[src/rtl/fft_r4_butterfly.sv]
// fft_r4_butterfly: radix-4 DIF butterfly for the 64-point FFT datapath.
// Four complex IN_WIDTH samples per beat in, four OUT_WIDTH (= IN_WIDTH+2)
// full-precision results out, plus 4-beat group framing (beat index, group
// start pulse, sticky sync error) aligned with the data.
// Optional build macro FFT4_IN_REG_EN adds an input register stage on all
// data inputs, valid_in and ctrl_in (latency 3 instead of 2).
module fft_r4_butterfly #(
  parameter int IN_WIDTH  = 16,
  parameter int OUT_WIDTH = IN_WIDTH + 2
) (
  input  logic                 clk,
  input  logic                 rst_n,
  input  logic                 valid_in,
  input  logic                 ctrl_in,
  input  logic [IN_WIDTH-1:0]  x_a_in,
  input  logic [IN_WIDTH-1:0]  y_a_in,
  input  logic [IN_WIDTH-1:0]  x_b_in,
  input  logic [IN_WIDTH-1:0]  y_b_in,
  input  logic [IN_WIDTH-1:0]  x_c_in,
  input  logic [IN_WIDTH-1:0]  y_c_in,
  input  logic [IN_WIDTH-1:0]  x_d_in,
  input  logic [IN_WIDTH-1:0]  y_d_in,
  input  logic                 err_clr,
  output logic [OUT_WIDTH-1:0] x_a_out,
  output logic [OUT_WIDTH-1:0] y_a_out,
  output logic [OUT_WIDTH-1:0] x_b_out,
  output logic [OUT_WIDTH-1:0] y_b_out,
  output logic [OUT_WIDTH-1:0] x_c_out,
  output logic [OUT_WIDTH-1:0] y_c_out,
  output logic [OUT_WIDTH-1:0] x_d_out,
  output logic [OUT_WIDTH-1:0] y_d_out,
  output logic                 valid_out,
  output logic                 ctrl_out,
  output logic [1:0]           beat_out,
  output logic                 sync_err
);

  localparam int S1_WIDTH = IN_WIDTH + 1;

  // Two bits of growth are exactly what four-input sums need; anything else
  // would either wrap or waste width downstream.
  if (OUT_WIDTH != IN_WIDTH + 2) begin : g_bad_width
    $error("fft_r4_butterfly: OUT_WIDTH must equal IN_WIDTH+2");
  end

  typedef enum logic {
    ST_IDLE = 1'b0,
    ST_RUN  = 1'b1
  } state_t;

  // Inputs gathered as arrays indexed a=0, b=1, c=2, d=3.
  logic signed [IN_WIDTH-1:0] raw_re [4];
  logic signed [IN_WIDTH-1:0] raw_im [4];

  assign raw_re[0] = x_a_in;
  assign raw_im[0] = y_a_in;
  assign raw_re[1] = x_b_in;
  assign raw_im[1] = y_b_in;
  assign raw_re[2] = x_c_in;
  assign raw_im[2] = y_c_in;
  assign raw_re[3] = x_d_in;
  assign raw_im[3] = y_d_in;

  // Beat as seen by the framing FSM and stage 1 (direct or registered).
  logic signed [IN_WIDTH-1:0] ev_re [4];
  logic signed [IN_WIDTH-1:0] ev_im [4];
  logic                       ev_valid;
  logic                       ev_ctrl;

`ifdef FFT4_IN_REG_EN
  logic signed [IN_WIDTH-1:0] in_re_d [4];
  logic signed [IN_WIDTH-1:0] in_im_d [4];
  logic signed [IN_WIDTH-1:0] in_re_q [4];
  logic signed [IN_WIDTH-1:0] in_im_q [4];
  logic                       in_valid_d, in_valid_q;
  logic                       in_ctrl_d, in_ctrl_q;

  // Input capture: ctrl is qualified by valid so a stray ctrl never survives.
  always_comb begin
    in_re_d    = raw_re;
    in_im_d    = raw_im;
    in_valid_d = valid_in;
    in_ctrl_d  = ctrl_in & valid_in;
  end

  // Input data register; data is not reset.
  always_ff @(posedge clk) begin
    in_re_q <= in_re_d;
    in_im_q <= in_im_d;
  end

  // Input flag register; flags are reset so no phantom beat appears.
  always_ff @(posedge clk or negedge rst_n) begin
    if (!rst_n) begin
      in_valid_q <= 1'b0;
      in_ctrl_q  <= 1'b0;
    end else begin
      in_valid_q <= in_valid_d;
      in_ctrl_q  <= in_ctrl_d;
    end
  end

  assign ev_re    = in_re_q;
  assign ev_im    = in_im_q;
  assign ev_valid = in_valid_q;
  assign ev_ctrl  = in_ctrl_q;
`else
  assign ev_re    = raw_re;
  assign ev_im    = raw_im;
  assign ev_valid = valid_in;
  assign ev_ctrl  = ctrl_in;
`endif

  // Framing state and stage-1 flag tags.
  state_t      state_d, state_q;
  logic [1:0]  cnt_d, cnt_q;
  logic        err_d, err_q;
  logic        err_evt;
  logic        s1_valid_d, s1_valid_q;
  logic        s1_ctrl_d, s1_ctrl_q;
  logic [1:0]  s1_beat_d, s1_beat_q;

  // Group FSM: tag each valid beat with its index, flag orphans and restarts.
  always_comb begin
    state_d    = state_q;
    cnt_d      = cnt_q;
    s1_valid_d = ev_valid;
    s1_ctrl_d  = 1'b0;
    s1_beat_d  = s1_beat_q;
    err_evt    = 1'b0;
    if (ev_valid) begin
      s1_beat_d = 2'd0;
      if (ev_ctrl) begin
        // A start while a group is still open is a premature restart.
        err_evt   = (state_q == ST_RUN);
        state_d   = ST_RUN;
        cnt_d     = 2'd1;
        s1_ctrl_d = 1'b1;
      end else if (state_q == ST_IDLE) begin
        // Orphan beat: still processed, tagged as beat 0 without ctrl.
        err_evt = 1'b1;
      end else begin
        s1_beat_d = cnt_q;
        if (cnt_q == 2'd3) begin
          state_d = ST_IDLE;
          cnt_d   = 2'd0;
        end else begin
          cnt_d = cnt_q + 2'd1;
        end
      end
    end
    // A new error beats a clear arriving on the same edge.
    if (err_evt) begin
      err_d = 1'b1;
    end else if (err_clr) begin
      err_d = 1'b0;
    end else begin
      err_d = err_q;
    end
  end

  // FSM, sticky error and stage-1 flag registers.
  always_ff @(posedge clk or negedge rst_n) begin
    if (!rst_n) begin
      state_q    <= ST_IDLE;
      cnt_q      <= 2'd0;
      err_q      <= 1'b0;
      s1_valid_q <= 1'b0;
      s1_ctrl_q  <= 1'b0;
      s1_beat_q  <= 2'd0;
    end else begin
      state_q    <= state_d;
      cnt_q      <= cnt_d;
      err_q      <= err_d;
      s1_valid_q <= s1_valid_d;
      s1_ctrl_q  <= s1_ctrl_d;
      s1_beat_q  <= s1_beat_d;
    end
  end

  // Stage 1: s0=a+c, s1=a-c, s2=b+d, s3=b-d, one bit of growth.
  logic signed [S1_WIDTH-1:0] s_re_d [4];
  logic signed [S1_WIDTH-1:0] s_im_d [4];
  logic signed [S1_WIDTH-1:0] s_re_q [4];
  logic signed [S1_WIDTH-1:0] s_im_q [4];

  // Stage-1 sums and differences on sign-extended inputs.
  always_comb begin
    for (int i = 0; i < 2; i++) begin
      s_re_d[2*i]   = S1_WIDTH'(ev_re[i]) + S1_WIDTH'(ev_re[i+2]);
      s_im_d[2*i]   = S1_WIDTH'(ev_im[i]) + S1_WIDTH'(ev_im[i+2]);
      s_re_d[2*i+1] = S1_WIDTH'(ev_re[i]) - S1_WIDTH'(ev_re[i+2]);
      s_im_d[2*i+1] = S1_WIDTH'(ev_im[i]) - S1_WIDTH'(ev_im[i+2]);
    end
  end

  // Stage-1 data register; data is not reset.
  always_ff @(posedge clk) begin
    s_re_q <= s_re_d;
    s_im_q <= s_im_d;
  end

  // Stage 2: X0=s0+s2, X1=s1-j*s3, X2=s0-s2, X3=s1+j*s3.
  logic signed [OUT_WIDTH-1:0] out_re_d [4];
  logic signed [OUT_WIDTH-1:0] out_im_d [4];
  logic signed [OUT_WIDTH-1:0] out_re_q [4];
  logic signed [OUT_WIDTH-1:0] out_im_q [4];
  logic                        out_valid_q, out_ctrl_q;
  logic [1:0]                  out_beat_q;

  // Stage-2 combination; multiplying by -j/+j is a swap with one negation.
  always_comb begin
    out_re_d[0] = OUT_WIDTH'(s_re_q[0]) + OUT_WIDTH'(s_re_q[2]);
    out_im_d[0] = OUT_WIDTH'(s_im_q[0]) + OUT_WIDTH'(s_im_q[2]);
    out_re_d[2] = OUT_WIDTH'(s_re_q[0]) - OUT_WIDTH'(s_re_q[2]);
    out_im_d[2] = OUT_WIDTH'(s_im_q[0]) - OUT_WIDTH'(s_im_q[2]);
    out_re_d[1] = OUT_WIDTH'(s_re_q[1]) + OUT_WIDTH'(s_im_q[3]);
    out_im_d[1] = OUT_WIDTH'(s_im_q[1]) - OUT_WIDTH'(s_re_q[3]);
    out_re_d[3] = OUT_WIDTH'(s_re_q[1]) - OUT_WIDTH'(s_im_q[3]);
    out_im_d[3] = OUT_WIDTH'(s_im_q[1]) + OUT_WIDTH'(s_re_q[3]);
  end

  // Output data register; data is not reset.
  always_ff @(posedge clk) begin
    out_re_q <= out_re_d;
    out_im_q <= out_im_d;
  end

  // Output flag register, travelling alongside the data.
  always_ff @(posedge clk or negedge rst_n) begin
    if (!rst_n) begin
      out_valid_q <= 1'b0;
      out_ctrl_q  <= 1'b0;
      out_beat_q  <= 2'd0;
    end else begin
      out_valid_q <= s1_valid_q;
      out_ctrl_q  <= s1_ctrl_q;
      out_beat_q  <= s1_beat_q;
    end
  end

  assign x_a_out   = out_re_q[0];
  assign y_a_out   = out_im_q[0];
  assign x_b_out   = out_re_q[1];
  assign y_b_out   = out_im_q[1];
  assign x_c_out   = out_re_q[2];
  assign y_c_out   = out_im_q[2];
  assign x_d_out   = out_re_q[3];
  assign y_d_out   = out_im_q[3];
  assign valid_out = out_valid_q;
  assign ctrl_out  = out_ctrl_q;
  assign beat_out  = out_beat_q;
  assign sync_err  = err_q;

endmodule

[config.mk]
export PLATFORM = sky130hd
export DESIGN_NAME = fft_r4_butterfly
export DESIGN_NICKNAME = d
export VERILOG_FILES = /design/src/rtl/fft_r4_butterfly.sv
export SDC_FILE = /design/constraint.sdc
export NUM_CORES = 1
export LEC_CHECK = 0
export ABC_AREA = 1
export BUFFER_PORTS_ARGS = -buffer_cell sky130_fd_sc_hd__buf_2
export CORE_ASPECT_RATIO = 1.2
export CORE_MARGIN = 4
export CORE_UTILIZATION = 46
export CTS_CLUSTER_DIAMETER = 50
export DETAILED_ROUTE_END_ITERATION = 16
export GPL_ROUTABILITY_DRIVEN = 0
export GPL_TIMING_DRIVEN = 0
export PLACE_DENSITY = 0.67
export SYNTH_ARGS = -nofsm -noshare
export SYNTH_HDL_FRONTEND = slang
export SYNTH_SLANG_ARGS = --single-unit
[constraint.sdc]
create_clock -name clk -period 4.5 [get_ports clk]
set_input_delay 0.45 -clock clk [delete_from_list [all_inputs] [get_ports clk]]
set_output_delay 0.45 -clock clk [all_outputs]
set_load 0.01 [all_outputs]
==> results.ini, run 1 <==
[run_status]
status = finished, final reports clean

[logic_synthesis]
synthesis.nets = 3571
synth.yosys.seq_area_share = 0.271
combinational_family_with_the_most_area_after_synthesis = simple AND/OR/NAND/NOR gates
unique_cell_type_count_in_the_yosys_netlist = 37
post_synth_instance_area_sq_um = 21200
yosysWarningCount = 0
synth_seq_cells = 284
number_of_flops_mapped_to_enable_cells_by_yosys = 0
multiplexer_area_fraction_after_synthesis = 0
async_flop_share = 0.0423
fraction_of_the_mapped_netlist_area_in_adder_cells = 0.172
synth-main-ff-cell = sky130_fd_sc_hd__dfxtp_1
synth_compound_gate_area_share = 0.0953
xor_and_xnor_fraction_of_the_mapped_netlist_area = 0.0573
yosys.area_share.simple = 0.291
synthesized_area_per_cell_sq_um = 6.73
synth_cells = 3156

[sta]
hold_slack_ns = 0.0658
timing_hold_violations_final = 0
finalSetupViolations = 0
maxClockFrequency_mhz = 456
timing.final.crit_share = 0.487
final-max-slew-violation-count = 0
setup-tns-final_ns = 0
period_needed_ns = 2.19
slew-limit-headroom = 0.618
measured_slew_at_the_worst_slew_check_pin_ns = 0.567
clock_skew_ns = 0.0312
rsz0062_at_grt = no

[cts]
htreeDepth = 2
cts_setup_buffers = 0
cts_buffers = 39
clock_latency_ns = 0.56
clk_pin_slew_worst_paths_ns = 0.06
cts-root-to-sink-buffers = 3
postCtsHoldBufs = 1
numClockSinks = 284
tritoncts = built
postCtsResizedCells = 0
clock-root-buffer = sky130_fd_sc_hd__clkbuf_16

[floorplan]
die_outline_area_sq_um = 49700
core_area_sq_um = 45800
start_util = 0.463
die_w_um = 204
placement_rows = 86
die-height_um = 243
pin_count = 282

[route]
first_drt_pass_iteration_count = 6
routedWlPerCell_um = 14.7
final_antenna_net_count = 0
drt_wl_total_um = 60700
vias_per_cell = 4.90
drt_drc_violations_left = 0
drt-initial-drc-count = 1158
detailroute.via_count = 20240

[placed_design]
half_perimeter_wire_length_after_detailed_placement_um = 51100
port_buffers = 281
place_area_sq_um = 23400

[final_layout]
mostFrequentLayoutCell = sky130_fd_sc_hd__nand2_1
layout.cell_area.non_filler_sq_um = 24800
final_layout_size_suffix_gt1_frac = 0.140
final_stage_net_count = 3894
mostFrequentLayoutCells = 851 x sky130_fd_sc_hd__nand2_1, 484 x sky130_fd_sc_hd__inv_1, 331 x sky130_fd_sc_hd__buf_2
area.growth.synth_to_final_pct = 16.6

[setup_path]
critical_path_arrival_ns = 2.64
critical-path-top-cell-by-count = sky130_fd_sc_hd__nand2_1
cpMaxStageDelayCell = sky130_fd_sc_hd__dfxtp_1
path_class = flip-flop to flip-flop
critical_path.startpoint_type = flip-flop
timing.critical_path.to_type = flip-flop
timing.critical_path.slowest_cell_delay_ns = 0.54
worst_ep_required_time_ns = 4.95
critical_path.cell_chain = ha_1, inv_1, fa_1, nand2_1, nand3_1, nand3_1, nand2_1, nand3_1, nand2_1, nand2_1, nand2_1
critical_path_peak_fanout = 4

[grt]
gr-total-overflow = 0
grt_pass1_vias = 19086
grt_pass1_wl_um = 96300
gr-usage-all-layers = 0.239
pin_count_of_the_biggest_net_entering_global_routing = 14
grt_antenna_before_repair = 2

[pwr]
p_per_area_nw_per_um2 = 540
irDropWorstVdd_v = 0.000475
power.static_leakage_nw = 13.8

[min_path]
timing.hold.worst.class = primary input to flip-flop

[job]
max_cap_violations = 0

synthesized netlist by cell type, drive strengths merged (11+ instances only):
master / count / area (sq um)
nor3: 17 / 85.1
buf: 89 / 551
o21bai: 26 / 195
dfxtp: 272 / 5450
nor4: 13 / 81.3
o21ai: 123 / 642
nor2: 319 / 1210
inv: 489 / 1840
xnor2: 36 / 315
ha: 266 / 3330
a21oi: 200 / 1080
nand4: 18 / 113
a21o: 11 / 82.6
nand2: 860 / 3250
xor2: 103 / 902
dfrtp: 12 / 300
nand3: 252 / 1280
fa: 16 / 320
nand3b: 12 / 90.1
routing by layer:
metal  vias up  wire length [um]  track usage
met5         -                 0            0
li1      10509                 -            -
met1      8972             25800        0.293
met3       148              3640       0.0394
met2       611             28300        0.411
met4         0              2920        0.105
sequential cells by signal, indices dropped and copies added (netlist names), 2 cells and up:
name       cells
y_b_out       17
x_d_out       18
s1_beat_q      2
y_a_out       17
beat_out       2
x_b_out       17
x_a_out       17
y_d_out       18
s_re_q        66
x_c_out       18
cnt_q          2
s_im_q        66
y_c_out       18
critical path: cells and delay by family (launching register included):
| family | cells | cell delay [ns] |
|---|---|---|
| flops | 1 | 0.54 |
| buf+inv | 1 | 0.10 |
| fa+ha+maj | 2 | 0.71 |
| simple gates | 8 | 0.73 |
final timing paths:
check	start	to	slack, ns	cells past startpoint
hold reg to reg	s1_ctrl_q	ctrl_out	0.35	0
setup reg to reg	s_re_q[0]	x_c_out[16]	2.31	11
hold / removal	valid_in	s1_valid_q	0.07	1
max in group asynchronous	rst_n	sync_err	3.98	2
setup / recovery	s_re_q[0]	x_c_out[16]	2.31	11
min in group asynchronous	rst_n	s1_beat_q[1]	0.32	2
cell type report:
class	instances	area (sq um)
fill	4678	21100
multi-input combinational	2287	13100
sequential	284	5750
inverter	489	1840
timing repair buffer	282	1420
clock buffer	47	1050
tap	616	771
buffer	96	586
clock inverter	25	295
antenna	2	5.00
stage by stage:
stage	worst slack (ns)	utilization	power, W	std cells
floorplan	2.74	-	0.00809	3156
global placement	2.24	0.511	0.0102	4053
detailed placement	2.24	0.511	0.0103	4053
CTS	2.33	0.540	0.0135	4126
global route	2.21	0.540	0.0144	4127
finish	2.31	0.540	0.0134	4128
cell families (layout without fill, tap and decap cells):
family,after synthesis,in the layout
AOI/OAI and AO/OA,364,364
adders and majority gates,282,282
other,0,2
buffers and inverters,585,939
DFF,284,284
and+or+nand+nor,1502,1502
xor gates and xnor gates,139,139
power breakdown:
| group | internal (W) | switching [W] |
|---|---|---|
| registers | 0.00347 | 0.000420 |
| logic | 0.00225 | 0.00409 |
| clock network | 0.00189 | 0.00126 |
| total | 0.00761 | 0.00577 |
(Power assumes the default switching activity.)
==> run 2: changes to the inputs <==
- ABC_AREA: 1 -> 0
- PLACE_DENSITY: 0.67 -> 0.68
- clock period: 4.5 -> 2.3 ns (I/O delays scaled with it)
==> results.ini, run 2 <==
[route]
first_drt_pass_iteration_count = 6  ; unchanged
drt_drc_violations_left = 0  ; unchanged
vias_per_cell = 5.37  ; was 4.90
drt_wl_total_um = 52500  ; was 60700 um
drt-initial-drc-count = 877  ; was 1158
final_antenna_net_count = 0  ; unchanged
routedWlPerCell_um = 16.8  ; was 14.7 um
detailroute.via_count = 16793  ; was 20240

[pwr]
power_report.internal_total_w = 0.0162  ; was 0.00761 W
p_per_area_nw_per_um2 = 1140  ; was 540 nW/um^2
irDropWorstVdd_v = 0.000732  ; was 0.000475 V
sw_frac_of_total = 0.396  ; was 0.431
clock_power_share = 0.203  ; was 0.236
share_seq_of_total_power = 0.286  ; was 0.291
p_sw_w = 0.0107  ; was 0.00577 W
share_comb_of_total_power = 0.511  ; was 0.474
power.static_leakage_nw = 10.9  ; was 13.8 nW
post-layout-total-power_w = 0.0269  ; was 0.0134 W

[run_status]
violations = negative setup slack
status = finished, violations left  ; was finished, final reports clean

[logic_synthesis]
post_synth_instance_area_sq_um = 18900  ; was 21200 sq um
synth_cells = 2201  ; was 3156
synth.area.top_cells = sky130_fd_sc_hd__dfxtp_1 29%, sky130_fd_sc_hd__ha_1 18%, sky130_fd_sc_hd__xnor2_1 7.2%, sky130_fd_sc_hd__inv_1 5.0%, sky130_fd_sc_hd__a21oi_1 4.8%  ; was sky130_fd_sc_hd__dfxtp_1 26%, sky130_fd_sc_hd__ha_1 16%, sky130_fd_sc_hd__nand2_1 15%, sky130_fd_sc_hd__inv_1 8.6%, sky130_fd_sc_hd__nand3_1 5.9%
synth.most_common_cell = sky130_fd_sc_hd__dfxtp_1  ; was sky130_fd_sc_hd__nand2_1
async_flop_share = 0.0423  ; unchanged
combinational_family_with_the_most_area_after_synthesis = adder cells  ; was simple AND/OR/NAND/NOR gates
yosysWarningCount = 0  ; unchanged
number_of_flops_mapped_to_enable_cells_by_yosys = 0  ; unchanged
fraction_of_the_mapped_netlist_area_in_adder_cells = 0.194  ; was 0.172
synthesis.nets = 2616  ; was 3571
synth_compound_gate_area_share = 0.189  ; was 0.0953
xor_and_xnor_fraction_of_the_mapped_netlist_area = 0.0957  ; was 0.0573
synth_seq_cells = 284  ; unchanged
synth-main-ff-cell = sky130_fd_sc_hd__dfxtp_1  ; unchanged
multiplexer_area_fraction_after_synthesis = 0.00538  ; was 0
synth_top_area_share = 0.289  ; was 0.256
yosysTopAreaCell = sky130_fd_sc_hd__dfxtp_1  ; unchanged
synth.yosys.seq_area_share = 0.305  ; was 0.271
synth.top_cells.by_count = 272 x sky130_fd_sc_hd__dfxtp_1, 266 x sky130_fd_sc_hd__ha_1, 253 x sky130_fd_sc_hd__inv_1  ; was 851 x sky130_fd_sc_hd__nand2_1, 484 x sky130_fd_sc_hd__inv_1, 313 x sky130_fd_sc_hd__nor2_1
unique_cell_type_count_in_the_yosys_netlist = 79  ; was 37
synthesized_area_per_cell_sq_um = 8.57  ; was 6.73 sq um
yosys.area_share.simple = 0.140  ; was 0.291

[grt]
grt_pass1_vias = 16452  ; was 19086
gr-total-overflow = 0  ; unchanged
pin_count_of_the_biggest_net_entering_global_routing = 16  ; was 14
grt_pass1_wl_um = 81000  ; was 96300 um
grt_antenna_before_repair = 1  ; was 2
gr-usage-all-layers = 0.222  ; was 0.239

[sta]
timing_hold_violations_final = 0  ; unchanged
timing.final.crit_share = 1.09  ; was 0.487
finalSetupViolations = 22  ; was 0
final-max-slew-violation-count = 0  ; unchanged
rsz0062_at_grt = yes  ; was no
clock_skew_ns = 0.0164  ; was 0.0312 ns
slew-limit-headroom = 0.587  ; was 0.618
measured_slew_at_the_worst_slew_check_pin_ns = 0.620  ; was 0.567 ns
post-route-worst-setup-slack_ns = -0.217  ; was 2.31 ns
maxClockFrequency_mhz = 397  ; was 456 MHz
period_needed_ns = 2.52  ; was 2.19 ns

[floorplan]
pin_count = 282  ; unchanged
placement_rows = 81  ; was 86
core_area_sq_um = 40600  ; was 45800 sq um
die_w_um = 193  ; was 204 um
start_util = 0.464  ; was 0.463
die_outline_area_sq_um = 44300  ; was 49700 sq um
die-height_um = 230  ; was 243 um

[cts]
tritoncts = built  ; unchanged
cts-root-to-sink-buffers = 3  ; unchanged
cts_buffers = 34  ; was 39
numClockSinks = 284  ; unchanged
htreeDepth = 2  ; unchanged
clock_latency_ns = 0.52  ; was 0.56 ns
clk_pin_slew_worst_paths_ns = 0.06  ; about the same
clock-root-buffer = sky130_fd_sc_hd__clkbuf_16  ; unchanged

[final_layout]
mostFrequentLayoutCells = 292 x sky130_fd_sc_hd__buf_2, 256 x sky130_fd_sc_hd__dfxtp_1, 244 x sky130_fd_sc_hd__inv_1  ; was 851 x sky130_fd_sc_hd__nand2_1, 484 x sky130_fd_sc_hd__inv_1, 331 x sky130_fd_sc_hd__buf_2
area.growth.synth_to_final_pct = 25.1  ; was 16.6%
layout.cell_area.non_filler_sq_um = 23600  ; was 24800 sq um
largest_registers = s_im_q (66), s_re_q (66)  ; unchanged
final_layout_size_suffix_gt1_frac = 0.232  ; was 0.140
final_stage_net_count = 2978  ; was 3894
seq_area_sq_um = 5780  ; was 5750 sq um
mostFrequentLayoutCell = sky130_fd_sc_hd__buf_2  ; was sky130_fd_sc_hd__nand2_1
multi_input_comb_area_sq_um = 12600  ; was 13100 sq um
layout.filler_cells = 3575  ; was 4678

[placed_design]
half_perimeter_wire_length_after_detailed_placement_um = 40400  ; was 51100 um
port_buffers = 281  ; unchanged
place_area_sq_um = 21000  ; was 23400 sq um
dp_worst_setup_slack_ns = -0.760  ; was 2.24 ns

[min_path]
timing.hold.worst.class = primary input to flip-flop  ; unchanged

[setup_path]
critical_path_peak_fanout = 4  ; unchanged
path_class = flip-flop to flip-flop  ; unchanged
worst_ep_required_time_ns = 2.70  ; was 4.95 ns
critical_path.startpoint_type = flip-flop  ; unchanged
critical_path_arrival_ns = 2.92  ; was 2.64 ns
timing.critical_path.to_type = flip-flop  ; unchanged

[job]
max_cap_violations = 0  ; unchanged

[run 2: cell types whose count changed after synthesis, sizes merged, moves of 51 or more]
cell / change
nor2: -167
inv: -235
xor2: -52
buf: -62
clkbuf: +64
nand2: -785
xnor2: +119
nand3: -214
nor3: +51
[run 2: power by group through the flow]
stage | Sequential [W] | Clock [W] | Combinational [W]
2_1_floorplan | 0.00817 | 0 | 0.00741
3_3_place_gp | 0.00771 | 0 | 0.0114
3_5_place_dp | 0.00774 | 0 | 0.0115
4_1_cts | 0.00769 | 0.00560 | 0.0127
5_1_grt | 0.00785 | 0.00582 | 0.0150
6_report | 0.00768 | 0.00546 | 0.0137
[run 2: worst max-delay path, cell delays in order, from the launching register on]
cell and delay, ns:
sky130_fd_sc_hd__dfxtp_4 0.36, sky130_fd_sc_hd__ha_4 0.16, sky130_fd_sc_hd__fa_2 0.38, sky130_fd_sc_hd__nand2b_1 0.09, sky130_fd_sc_hd__a21oi_2 0.07, sky130_fd_sc_hd__o21bai_2 0.18, sky130_fd_sc_hd__a21oi_2 0.09, sky130_fd_sc_hd__o41a_1 0.49
sky130_fd_sc_hd__or3b_4 0.40, sky130_fd_sc_hd__and3_4 0.17
[run 2: stage by stage]
step / TNS, ns / utilization / hold WS (ns) / cells
6_report: -1.57 / 0.580 / 0.0355 / 3128
5_1_grt: -4.06 / 0.580 / 0.0241 / 3127
4_1_cts: -1.30 / 0.564 / 0.00544 / 3114
3_5_place_dp: -21.02 / 0.516 / 0.122 / 3021
3_3_place_gp: -18.52 / 0.516 / 0.122 / 3021
2_1_floorplan: -0.0144 / - / -0.0656 / 2201
[run 2: layer usage]
| metal | wire [um] | GRT usage | up-vias |
|---|---|---|---|
| met3 | 3040 | 0.0337 | 140 |
| met2 | 25500 | 0.389 | 624 |
| met5 | 8 | 0 | - |
| met4 | 2200 | 0.0903 | 2 |
| li1 | - | - | 8243 |
| met1 | 21800 | 0.271 | 7784 |
[run 2: worst paths after layout]
path | startpoint | to | slack, ns | cells past startpoint
worst max register to register | s_im_q[34] | y_d_out[16] | -0.22 | 9
max in group asynchronous | rst_n | state_q | 1.95 | 2
min in group asynchronous | rst_n | ctrl_out | 0.12 | 2
worst min register to register | s1_ctrl_q | ctrl_out | 0.35 | 0
worst max-delay path | s_im_q[34] | y_d_out[16] | -0.22 | 9
worst min-delay path | x_a_in[1] | s_re_q[52] | 0.04 | 2
[run 2: final cells by class]
cell class	instances	area share
Antenna cell	1	0.000106
Buffer	71	0.0130
Clock buffer	41	0.0398
Clock inverter	20	0.00971
Inverter	255	0.0413
Multi-Input combinational cell	1564	0.536
Sequential cell	284	0.245
Tap cell	539	0.0286
Timing Repair Buffer	353	0.0861
[run 2: cells by family after synthesis]
logic type	Yosys count
XOR/XNOR	206
AND/OR/NAND/NOR	523
adder cells (fa/ha/maj)	282
buffers and inverters	353
multiplexers	10
flip-flops	284
AO/OA/AOI/OAI	543
[run 2: what timing repair did]
| item | CTS | global route |
|---|---|---|
| buffers inserted | 40 | 27 |
| setup endpoints to repair | 63 | 65 |
| endpoints found under the hold margin | 20 | 0 |
| hold buffers | 7 | 0 |
| gates resized for setup | 126 | 116 |
| pin swaps | 53 | 91 |
==> run 3: changes to the inputs <==
- clock period: 2.3 -> 2.8 ns (I/O delays scaled with it)
==> results.ini, run 3 (synthesis results as in run 2) <==
[final_layout]
mostFrequentLayoutCell = sky130_fd_sc_hd__buf_2  ; unchanged
final_stage_net_count = 2936  ; was 2978
final_layout_size_suffix_gt1_frac = 0.156  ; was 0.232
mostFrequentLayoutCells = 294 x sky130_fd_sc_hd__buf_2, 271 x sky130_fd_sc_hd__dfxtp_1, 264 x sky130_fd_sc_hd__ha_1  ; was 292 x sky130_fd_sc_hd__buf_2, 256 x sky130_fd_sc_hd__dfxtp_1, 244 x sky130_fd_sc_hd__inv_1
finish.utilization = 0.550  ; was 0.580
layout.filler_cells = 3712  ; was 3575
area.growth.synth_to_final_pct = 18.6  ; was 25.1%
largest_registers = s_im_q (66), s_re_q (66)  ; unchanged

[cts]
clk_pin_slew_worst_paths_ns = 0.06  ; about the same
clock-root-buffer = sky130_fd_sc_hd__clkbuf_16  ; unchanged
tritoncts = built  ; unchanged
cts-root-to-sink-buffers = 3  ; unchanged
clock_latency_ns = 0.52  ; about the same
cts_buffers = 34  ; unchanged
numClockSinks = 284  ; unchanged
htreeDepth = 2  ; unchanged

[sta]
timing_hold_violations_final = 0  ; unchanged
timing.final.crit_share = 1.01
clock_skew_ns = 0.0125  ; was 0.0164 ns
finalSetupViolations = 1  ; was 22
maxClockFrequency_mhz = 354
period_needed_ns = 2.82
final-max-slew-violation-count = 0  ; unchanged
rsz0062_at_grt = yes  ; unchanged
slew-limit-headroom = 0.454  ; was 0.587
post-route-worst-setup-slack_ns = -0.0217  ; was -0.217 ns
measured_slew_at_the_worst_slew_check_pin_ns = 0.807  ; was 0.620 ns

[min_path]
worst_hold_path.num_cells = 3  ; was 2
timing.hold.worst.class = primary input to flip-flop  ; unchanged

[placed_design]
dp_worst_setup_slack_ns = -0.810  ; was -0.760 ns
port_buffers = 281  ; unchanged
half_perimeter_wire_length_after_detailed_placement_um = 39900  ; was 40400 um

[setup_path]
r2r_cells = 11  ; was 9
cpMaxStageDelayCell = sky130_fd_sc_hd__o311ai_1  ; was sky130_fd_sc_hd__o41a_1
critical_path.startpoint_type = primary input  ; was flip-flop
timing.critical_path.slowest_cell_delay_ns = 0.76  ; was 0.49 ns
critical_path_peak_fanout = 7  ; was 4
reg2reg_slack_ns = 0.10  ; was -0.22 ns
critical_path_arrival_ns = 3.15  ; was 2.92 ns
critical-path-top-cell-by-count = sky130_fd_sc_hd__o21a_1  ; was sky130_fd_sc_hd__a21oi_2
critical_path.cell_chain = buf_2, inv_1, ha_1, clkbuf_1, o21a_1, o31a_1, o21a_1, o41ai_1, o21ai_0, o311ai_1  ; was ha_4, fa_2, nand2b_1, a21oi_2, o21bai_2, a21oi_2, o41a_1, or3b_4, and3_4
timing.critical_path.to_type = flip-flop  ; unchanged
worst_ep_required_time_ns = 3.13  ; was 2.70 ns
path_class = primary input to flip-flop  ; was flip-flop to flip-flop

[run_status]
violations = negative setup slack  ; unchanged
status = finished, violations left  ; unchanged

[grt]
grt_pass1_wl_um = 78300  ; was 81000 um
pin_count_of_the_biggest_net_entering_global_routing = 16  ; unchanged
grt_antenna_before_repair = 3  ; was 1
gr-total-overflow = 0  ; unchanged
gr-usage-all-layers = 0.215  ; was 0.222
grt_pass1_vias = 16011  ; was 16452

[job]
max_cap_violations = 0  ; unchanged

[route]
drt-initial-drc-count = 994  ; was 877
routedWlPerCell_um = 16.1  ; was 16.8 um
drt_wl_total_um = 49600  ; was 52500 um
detailroute.via_count = 16516  ; was 16793
vias_per_cell = 5.34  ; was 5.37
final_antenna_net_count = 0  ; unchanged
drt_drc_violations_left = 0  ; unchanged
first_drt_pass_iteration_count = 5  ; was 6

[floorplan]
die_w_um = 193  ; unchanged
core_area_sq_um = 40600  ; unchanged
die_outline_area_sq_um = 44300  ; unchanged
pin_count = 282  ; unchanged
placement_rows = 81  ; unchanged
start_util = 0.464  ; unchanged
die-height_um = 230  ; unchanged

[pwr]
irDropWorstVdd_v = 0.000474  ; was 0.000732 V
p_per_area_nw_per_um2 = 931  ; was 1140 nW/um^2
power.static_leakage_nw = 10.6  ; was 10.9 nW

==> run 3: area by class of cell <==
cell class              instances  area (sq um)  share of cell area
repair buffers                285          1440              0.0646
clock buffers                  42           995              0.0445
well taps                     539           674              0.0302
flip-flops and latches        284          5750               0.257
plain buffers                  97           399              0.0178
clock inverters                20           297              0.0133
multi-input cells            1564         11800               0.530
diodes                          4          10.0            0.000448
inverters                     255           957              0.0428
==> run 3: report_power, final <==
part / internal, W / total [W] / leakage (nW) / switching, W
Clock: 0.00312 / 0.00489 / 0.638 / 0.00177
Sequential: 0.00561 / 0.00627 / 2.44 / 0.000659
Combinational: 0.00401 / 0.00967 / 7.49 / 0.00566
Total: 0.0127 / 0.0208 / 10.6 / 0.00808
==> run 3: worst paths after layout <==
kind	start	end
setup / recovery	y_d_in[2]	s_im_q[15]
hold / removal	y_c_in[0]	s_im_q[34]
setup reg to reg	s_re_q[34]	x_d_out[16]
hold reg to reg	s1_valid_q	valid_out
max in group asynchronous	rst_n	beat_out[1]
min in group asynchronous	rst_n	ctrl_out
==> run 3: repair_timing <==
| action | CTS | global route |
|---|---|---|
| endpoints found under the hold margin | 14 | 0 |
| hold buffers | 3 | 0 |
| gates resized for setup | 7 | 14 |
| pin swaps | 0 | 1 |
| setup endpoints to repair | 11 | 13 |
| setup buffers | 0 | 1 |
==> run 3: per-layer routing <==
metal,routed length [um],global-route usage,vias up
met5,0,0,-
met4,2280,0.0961,0
met3,2960,0.0302,118
met2,23400,0.366,576
met1,21000,0.267,7640
li1,-,-,8182
==> run 3: critical path, delay by kind of cell <==
family                   cells  cell delay (ns)
AO/OA/AOI/OAI                6             2.30
adder cells (fa/ha/maj)      1             0.26
buffers and inverters        3             0.32
==> run 3: per-stage QoR <==
| stage | area (sq um) | hold slack, ns | power, W | setup TNS (ns) | std cells |
|---|---|---|---|---|---|
| after floorplan | 18900 | -0.0156 | 0.0128 | 0 | 2201 |
| after global placement | 20900 | 0.173 | 0.0157 | -2.42 | 3021 |
| after detailed placement | 20900 | 0.172 | 0.0158 | -2.53 | 3021 |
| after CTS | 22300 | 0.00825 | 0.0209 | 0 | 3086 |
| after global routing | 22400 | 0.0395 | 0.0223 | -0.0591 | 3088 |
| final | 22400 | 0.0343 | 0.0208 | -0.0217 | 3090 |
